**src/rtl/addr_dec_pkg.sv**
```systemverilog
// Shared definitions for the programmable 68k address decoder: FSM states,
// config register layout and the power-on memory map.
package addr_dec_pkg;

    typedef enum logic [2:0] {
        ST_IDLE,
        ST_DECODE,
        ST_WAIT,
        ST_ACK,
        ST_TIMEOUT,
        ST_BERR
    } state_t;

    // Per-region register offsets within each block of four
    localparam int REG_BASE  = 0;
    localparam int REG_LIMIT = 1;
    localparam int REG_CTRL  = 2;

    // Global register offsets after the last region block
    localparam int GLB_FAULT_ADDR   = 0;
    localparam int GLB_FAULT_STATUS = 1;

    localparam int CTRL_EN_BIT = 0;
    localparam int CTRL_WS_LSB = 1;
    localparam int CTRL_WS_MSB = 4;
    localparam int WS_W        = CTRL_WS_MSB - CTRL_WS_LSB + 1;

    typedef struct packed {
        logic [31:0]     base;
        logic [31:0]     limit;
        logic [WS_W-1:0] ws;
        logic            en;
    } region_def_t;

    // Reset map mirrors the legacy fixed decoder; R1 overlaps R3 and wins by priority
    function automatic region_def_t def_region(input int r);
        case (r)
            0:       return '{base: 32'h0000_0000, limit: 32'h0000_7FFF, ws: 4'd0, en: 1'b1};
            1:       return '{base: 32'h0800_0000, limit: 32'h0803_FFFF, ws: 4'd0, en: 1'b1};
            2:       return '{base: 32'h0040_0000, limit: 32'h0040_FFFF, ws: 4'd1, en: 1'b1};
            3:       return '{base: 32'h0800_0000, limit: 32'h0BFF_FFFF, ws: 4'd2, en: 1'b1};
            default: return '{base: 32'h0000_0000, limit: 32'h0000_0000, ws: 4'd0, en: 1'b0};
        endcase
    endfunction

endpackage

```
**src/rtl/addr_dec_region_match.sv**
```systemverilog
// Single-region window comparator: hit when enabled and base <= addr <= limit.
module addr_dec_region_match #(
    parameter int ADDR_WIDTH = 32
) (
    input  logic [ADDR_WIDTH-1:0] addr_i,
    input  logic [ADDR_WIDTH-1:0] base_i,
    input  logic [ADDR_WIDTH-1:0] limit_i,
    input  logic                  en_i,
    output logic                  match_o
);

    // An inverted window (base > limit) can never satisfy both bounds
    assign match_o = en_i && (addr_i >= base_i) && (addr_i <= limit_i);

endmodule

```
**src/rtl/prog_address_decoder.sv**
```systemverilog
// Programmable 68k address decoder: region chip selects, wait-state DTACK
// generation and bus-error timeout with first-fault address capture.
module prog_address_decoder
    import addr_dec_pkg::*;
#(
    parameter int ADDR_WIDTH     = 32,
    parameter int NUM_REGIONS    = 8,
    parameter int TIMEOUT_CYCLES = 64,
    parameter int CFG_AW         = $clog2(4*NUM_REGIONS+2)
) (
    input  logic                   Clk,
    input  logic                   Reset_L,
    input  logic [ADDR_WIDTH-1:0]  Address,
    input  logic                   AS_L,
    output logic [NUM_REGIONS-1:0] Select_H,
    output logic                   Dtack_L,
    output logic                   Berr_L,
    input  logic                   CfgWrite_H,
    input  logic [CFG_AW-1:0]      CfgAddr,
    input  logic [31:0]            CfgWData,
    output logic [31:0]            CfgRData,
    output logic                   FaultValid_H
);

    localparam int CNT_W            = $clog2(TIMEOUT_CYCLES > 16 ? TIMEOUT_CYCLES : 16);
    localparam int FAULT_ADDR_IDX   = 4*NUM_REGIONS + GLB_FAULT_ADDR;
    localparam int FAULT_STATUS_IDX = 4*NUM_REGIONS + GLB_FAULT_STATUS;

    logic [NUM_REGIONS-1:0][ADDR_WIDTH-1:0] region_base;
    logic [NUM_REGIONS-1:0][ADDR_WIDTH-1:0] region_limit;
    logic [NUM_REGIONS-1:0][WS_W-1:0]       region_ws;
    logic [NUM_REGIONS-1:0]                 region_en;
    logic [NUM_REGIONS-1:0]                 match;

    state_t                 state_q;
    logic [ADDR_WIDTH-1:0]  addr_q;
    logic [CNT_W-1:0]       cnt_q;
    logic [NUM_REGIONS-1:0] sel_q;
    logic                   dtack_l_q;
    logic                   berr_l_q;
    logic                   fault_vld_q;
    logic [ADDR_WIDTH-1:0]  fault_addr_q;

    logic                   hit;
    logic [NUM_REGIONS-1:0] hit_sel;
    logic [WS_W-1:0]        hit_ws;
    logic                   fault_clr;

    for (genvar g = 0; g < NUM_REGIONS; g++) begin : g_region
        localparam region_def_t DEF = def_region(g);

        logic [ADDR_WIDTH-1:0] base_q;
        logic [ADDR_WIDTH-1:0] limit_q;
        logic [WS_W-1:0]       ws_q;
        logic                  en_q;

        always_ff @(posedge Clk or negedge Reset_L) begin
            if (!Reset_L) begin
                base_q  <= DEF.base[ADDR_WIDTH-1:0];
                limit_q <= DEF.limit[ADDR_WIDTH-1:0];
                ws_q    <= DEF.ws;
                en_q    <= DEF.en;
            end else if (CfgWrite_H) begin
                if (CfgAddr == CFG_AW'(4*g + REG_BASE))
                    base_q <= CfgWData[ADDR_WIDTH-1:0];
                if (CfgAddr == CFG_AW'(4*g + REG_LIMIT))
                    limit_q <= CfgWData[ADDR_WIDTH-1:0];
                if (CfgAddr == CFG_AW'(4*g + REG_CTRL)) begin
                    en_q <= CfgWData[CTRL_EN_BIT];
                    ws_q <= CfgWData[CTRL_WS_MSB:CTRL_WS_LSB];
                end
            end
        end

        assign region_base[g]  = base_q;
        assign region_limit[g] = limit_q;
        assign region_ws[g]    = ws_q;
        assign region_en[g]    = en_q;

        addr_dec_region_match #(
            .ADDR_WIDTH (ADDR_WIDTH)
        ) u_match (
            .addr_i  (addr_q),
            .base_i  (base_q),
            .limit_i (limit_q),
            .en_i    (en_q),
            .match_o (match[g])
        );
    end

    // Lowest index wins: scan downward so the last assignment is the lowest hit
    always_comb begin
        hit     = 1'b0;
        hit_sel = '0;
        hit_ws  = '0;
        for (int r = NUM_REGIONS - 1; r >= 0; r--) begin
            if (match[r]) begin
                hit        = 1'b1;
                hit_sel    = '0;
                hit_sel[r] = 1'b1;
                hit_ws     = region_ws[r];
            end
        end
    end

    always_comb begin
        CfgRData = '0;
        for (int r = 0; r < NUM_REGIONS; r++) begin
            if (CfgAddr == CFG_AW'(4*r + REG_BASE))
                CfgRData = 32'(region_base[r]);
            if (CfgAddr == CFG_AW'(4*r + REG_LIMIT))
                CfgRData = 32'(region_limit[r]);
            if (CfgAddr == CFG_AW'(4*r + REG_CTRL)) begin
                CfgRData[CTRL_EN_BIT]             = region_en[r];
                CfgRData[CTRL_WS_MSB:CTRL_WS_LSB] = region_ws[r];
            end
        end
        if (CfgAddr == CFG_AW'(FAULT_ADDR_IDX))
            CfgRData = 32'(fault_addr_q);
        if (CfgAddr == CFG_AW'(FAULT_STATUS_IDX))
            CfgRData[0] = fault_vld_q;
    end

    assign fault_clr = CfgWrite_H && (CfgAddr == CFG_AW'(FAULT_STATUS_IDX)) && CfgWData[0];

    always_ff @(posedge Clk or negedge Reset_L) begin
        if (!Reset_L) begin
            state_q      <= ST_IDLE;
            addr_q       <= '0;
            cnt_q        <= '0;
            sel_q        <= '0;
            dtack_l_q    <= 1'b1;
            berr_l_q     <= 1'b1;
            fault_vld_q  <= 1'b0;
            fault_addr_q <= '0;
        end else begin
            if (fault_clr)
                fault_vld_q <= 1'b0;
            case (state_q)
                ST_IDLE: begin
                    if (!AS_L) begin
                        addr_q  <= Address;
                        state_q <= ST_DECODE;
                    end
                end
                ST_DECODE: begin
                    if (AS_L) begin
                        state_q <= ST_IDLE;
                    end else if (hit) begin
                        sel_q <= hit_sel;
                        if (hit_ws == '0) begin
                            state_q <= ST_ACK;
                        end else begin
                            cnt_q   <= CNT_W'(hit_ws);
                            state_q <= ST_WAIT;
                        end
                    end else begin
                        cnt_q   <= CNT_W'(TIMEOUT_CYCLES - 1);
                        state_q <= ST_TIMEOUT;
                        // Capture after the clear above so a same-edge capture wins
                        if (!fault_vld_q) begin
                            fault_addr_q <= addr_q;
                            fault_vld_q  <= 1'b1;
                        end
                    end
                end
                ST_WAIT: begin
                    if (AS_L) begin
                        sel_q   <= '0;
                        state_q <= ST_IDLE;
                    end else if (cnt_q == CNT_W'(1)) begin
                        cnt_q   <= '0;
                        state_q <= ST_ACK;
                    end else begin
                        cnt_q <= cnt_q - CNT_W'(1);
                    end
                end
                ST_ACK: begin
                    if (AS_L) begin
                        sel_q     <= '0;
                        dtack_l_q <= 1'b1;
                        state_q   <= ST_IDLE;
                    end else begin
                        dtack_l_q <= 1'b0;
                    end
                end
                ST_TIMEOUT: begin
                    if (AS_L) begin
                        state_q <= ST_IDLE;
                    end else if (cnt_q == '0) begin
                        berr_l_q <= 1'b0;
                        state_q  <= ST_BERR;
                    end else begin
                        cnt_q <= cnt_q - CNT_W'(1);
                    end
                end
                ST_BERR: begin
                    if (AS_L) begin
                        berr_l_q <= 1'b1;
                        state_q  <= ST_IDLE;
                    end
                end
                default: begin
                    sel_q     <= '0;
                    dtack_l_q <= 1'b1;
                    berr_l_q  <= 1'b1;
                    state_q   <= ST_IDLE;
                end
            endcase
        end
    end

    assign Select_H     = sel_q;
    assign Dtack_L      = dtack_l_q;
    assign Berr_L       = berr_l_q;
    assign FaultValid_H = fault_vld_q;

endmodule

```
**config.mk**
```make
export PLATFORM = sky130hd
export DESIGN_NAME = prog_address_decoder
export DESIGN_NICKNAME = d
export VERILOG_FILES = /design/src/rtl/addr_dec_pkg.sv /design/src/rtl/addr_dec_region_match.sv /design/src/rtl/prog_address_decoder.sv
export SDC_FILE = /design/constraint.sdc
export NUM_CORES = 2
export LEC_CHECK = 0
export ABC_AREA = 1
export CAP_MARGIN = 20
export CORE_ASPECT_RATIO = 0.5
export CORE_UTILIZATION = 52
export DETAILED_ROUTE_END_ITERATION = 8
export PLACE_DENSITY = 0.66
export SYNTH_ARGS = -nofsm -noshare
export SYNTH_HDL_FRONTEND = slang
export SYNTH_SLANG_ARGS = --single-unit
```
**constraint.sdc**
```tcl
create_clock -name Clk -period 10.65 [get_ports Clk]
set_clock_uncertainty 0.2 [all_clocks]
set_input_delay 3.195 -clock Clk [delete_from_list [all_inputs] [get_ports Clk]]
set_output_delay 3.195 -clock Clk [all_outputs]
set_load 0.03 [all_outputs]
```
==> impl_metrics.csv <==
group,metric,value,unit
route,viasPerCell,5.57,
logic_synthesis,syn_inst,5265,
hold_path,min-delay-start,"Select_H[2]$_DFFE_PN0P_",
finish,fin_util,0.588,
grt,grt_overflow,0,
die,die_h,200,um
route,firstDrtPassIters,6,
logic_synthesis,synthTopCellsByArea,"dfrtp_1, ha_1, nand2_1, o21ai_0, inv_1",
hold_path,min_to,"Select_H[2]$_DFFE_PN0P_",
cts,clk_pin_slew,0.07,ns
timing,finalHoldViolCount,0,
logic_synthesis,yosysWarningCount,0,
critical_path,crit_fanout,15,
timing,finalCritPeriodShare,0.936,
cts,cts.sinks,636,
logic_synthesis,avgSynthCellArea,7.75,um2
route,ant_nets,0,
grt,grt_max_degree,158,
logic_synthesis,yosys.area.top_type,"dfrtp_1",
critical_path,rr_startpoint,"addr_q[25]$_DFFE_PN0P_",
critical_path,worstSetupEndpointType,"primary output",
finish,area_delta_synth_final,11.7,%
cts,cts_tree,"done",
logic_synthesis,yosysSeqAreaShare,0.393,
finish,nFillCells,7105,
route,wl,119000,um
logic_synthesis,synth_compound_area_frac,0.144,
place,gp_congestion,0.937,
timing,tns,0,ns
logic_synthesis,yosys-top-cells-count,"nand2_1, inv_1, o21ai_0",
logic_synthesis,synthXorXnorAreaFrac,0.000644,
logic_synthesis,ys_ff_latch,636,
grt,antenna_found_initial,0,
critical_path,arrival,6.57,ns
timing,slew_headroom,0.273,
cts,post_cts_buffers,0,
critical_path,regToRegSetupSlack,5.45,ns
logic_synthesis,synth_top_family_by_area,"simple AND/OR/NAND/NOR gates",
logic_synthesis,syn_area,0.0408,mm2
route,drtIter0Drc,3312,
timing,worst_pin_slew,1.09,ns
die,io_pins,117,
critical_path,critPathKind,"input port to primary output",
die,die_w,398,um
timing,period_minus_slack,9.97,ns
die,coreArea,0.0775,mm2
logic_synthesis,netlist.area_leader.share,0.335,
cts,hold_buffers,0,
route,post_drt_wl_per_cell,18.5,um
finish,nNetsFinal,5912,
cts,cts-htree-levels,2,
hold_path,hold_depth,2,
cts,clockBufferDepth,3,
status,status,"completed",
place,place.port_buffers,116,
power_and_ir_drop,peakVddDrop,0.141,mV
die,initial_utilization,0.527,
die,rows,72,
logic_synthesis,synthMuxAreaShare,0.0132,
logic_synthesis,synth_cell_type_count,55,
logic_synthesis,async_reset_ff_frac,1.00,
critical_path,cp.required,7.26,ns
critical_path,worstRegToRegCells,15,
grt,grtUsageTotal,0.303,
route,drc,0,
cts,cts_resized,0,
cts,numCtsBuffers,60,
hold_path,hold_path.class,"flop to flop",
grt,grt_pass1_wl,190000,um
cts,cts-root-buf,"clkbuf_16",
power_and_ir_drop,power.leakage,21.1,nW
logic_synthesis,synth_ff_type,"dfrtp_1",
power_and_ir_drop,cellPowerDensity,220,mW/mm2
route,num_vias,35700,
job,max-cap-violations,0,
logic_synthesis,synth-simple-area-share,0.209,
critical_path,start_kind,"input port",
timing,slew_viol_final,0,
finish,drive_gt1_frac,0.0757,
logic_synthesis,synth.most_common_cell,"nand2_1",
logic_synthesis,synth-adder-area-share,0.158,
timing,setup_viol,0,
place,dp_hpwl,90400,um
grt,grt_pass1_vias,34200,
timing,fmax,100,MHz
logic_synthesis,synth_nets,5853,
cts,worstSkewPairLatency,0.66,ns
die,die_area,0.0797,mm2
timing,rsz0062_at_grt,"no",
logic_synthesis,synth_edf_count,0,
critical_path,r2r-end,"fault_addr_q[22]$_DFFE_PN0P_",
## kinds of logic (layout without fill, tap and decap cells)
| group | Yosys count | count (layout) |
|---|---|---|
| DFF | 636 | 636 |
| buffers and inverters | 892 | 1001 |
| adders and majority gates | 514 | 514 |
| muxes | 48 | 48 |
| xor gates and xnor gates | 3 | 3 |
| other | 0 | 1 |
| and+or+nand+nor | 2069 | 2069 |
| AOI/OAI and AO/OA | 1103 | 1103 |
## per-layer routing
metal  track usage  wire length [um]  vias to the layer above
li1              -                 -                    17400
met1         0.463             57500                    17000
met2         0.453             50500                     1092
met3        0.0416              8740                      160
met4        0.0650              2110                        0
met5             0                 0                        -
## critical path, cell delays in order
cell,delay [ns]
clkdlybuf4s50_1,0.55
inv_1,0.08
nor2_1,0.33
nand3_1,0.37
inv_1,0.50
buf_4,0.33
nand2_1,0.08
nand4_1,0.10
nand2_1,0.06
nand3_1,0.07
nand2_1,0.07
nand3_1,0.09
nand2_1,0.07
nand3_1,0.07
nand2_1,0.07
nand3_1,0.07
nand2_1,0.06
nand3_1,0.08
nand2_1,0.06
nand4_1,0.12
buf_12,0.14
## flip-flops by register name, indices dropped and copies added, names as in the netlist, 6 cells and up
register          count
g_region.en_q         8
cnt_q                 6
g_region.limit_q    256
addr_q               32
g_region.ws_q        32
fault_addr_q         32
Select_H              8
g_region.base_q     256
## area by class of cell
| class | count | area, um2 | area share |
|---|---|---|---|
| Tap cell | 1036 | 1300 | 0.0284 |
| Multi-Input combinational cell | 3737 | 21400 | 0.470 |
| Sequential cell | 636 | 16000 | 0.352 |
| Clock inverter | 25 | 293 | 0.00642 |
| Inverter | 702 | 2640 | 0.0578 |
| Antenna cell | 1 | 2.50 | 0.0000549 |
| Clock buffer | 87 | 1800 | 0.0394 |
| Timing Repair Buffer | 187 | 2090 | 0.0459 |
## worst max-delay path by stage
stage               slack, ns  cells after the start      endpoint       start
CTS                      0.79                     21   CfgRData[1]  CfgAddr[2]
global route             0.46                     21   CfgRData[4]  CfgAddr[2]
global placement         0.88                     21   CfgRData[4]  CfgAddr[2]
finish                   0.68                     21   CfgRData[1]  CfgAddr[2]
floorplan                2.30                      9  CfgRData[14]  CfgAddr[2]
detailed placement       0.80                     21   CfgRData[1]  CfgAddr[2]
## stage by stage
step           power [mW]  std cells  instance area (um2)  setup slack [ns]  hold slack [ns]
5_1_grt              10.9       6410                45600             0.457            0.296
6_report             10.0       6411                45600             0.680            0.284
3_5_place_dp         7.64       6285                43200             0.804            0.273
3_3_place_gp         7.39       6285                43200             0.883            0.265
2_1_floorplan        6.18       5265                40800              2.30            0.253
4_1_cts              9.99       6397                45300             0.795            0.289
## power breakdown
part           total (mW)  switching, mW  internal, mW  leakage [nW]
Clock                2.32           1.01          1.31          1.04
Sequential           3.31          0.456          2.85          8.12
Combinational        4.38           2.71          1.68          11.9
## placed cells by master, fill, tap and decap left out, drive strengths merged, types with 3 or more instances in the layout
cell,instances
o22ai,21
or2,6
o21ai,693
clkbuf,87
nor3,59
dfrtp,547
ha,514
buf,104
o2111ai,31
nor2,368
clkinv,24
inv,696
o21bai,10
o21a,22
o31ai,5
nand3,108
bufinv,6
nand2,1400
a22oi,4
dfstp,89
nand4,99
a21oi,285
a21o,6
o221ai,9
clkdlybuf4s50,83
nor3b,3
nor4,23
o211ai,11
mux2,48
Note: power is estimated with default switching activity, not from simulation.
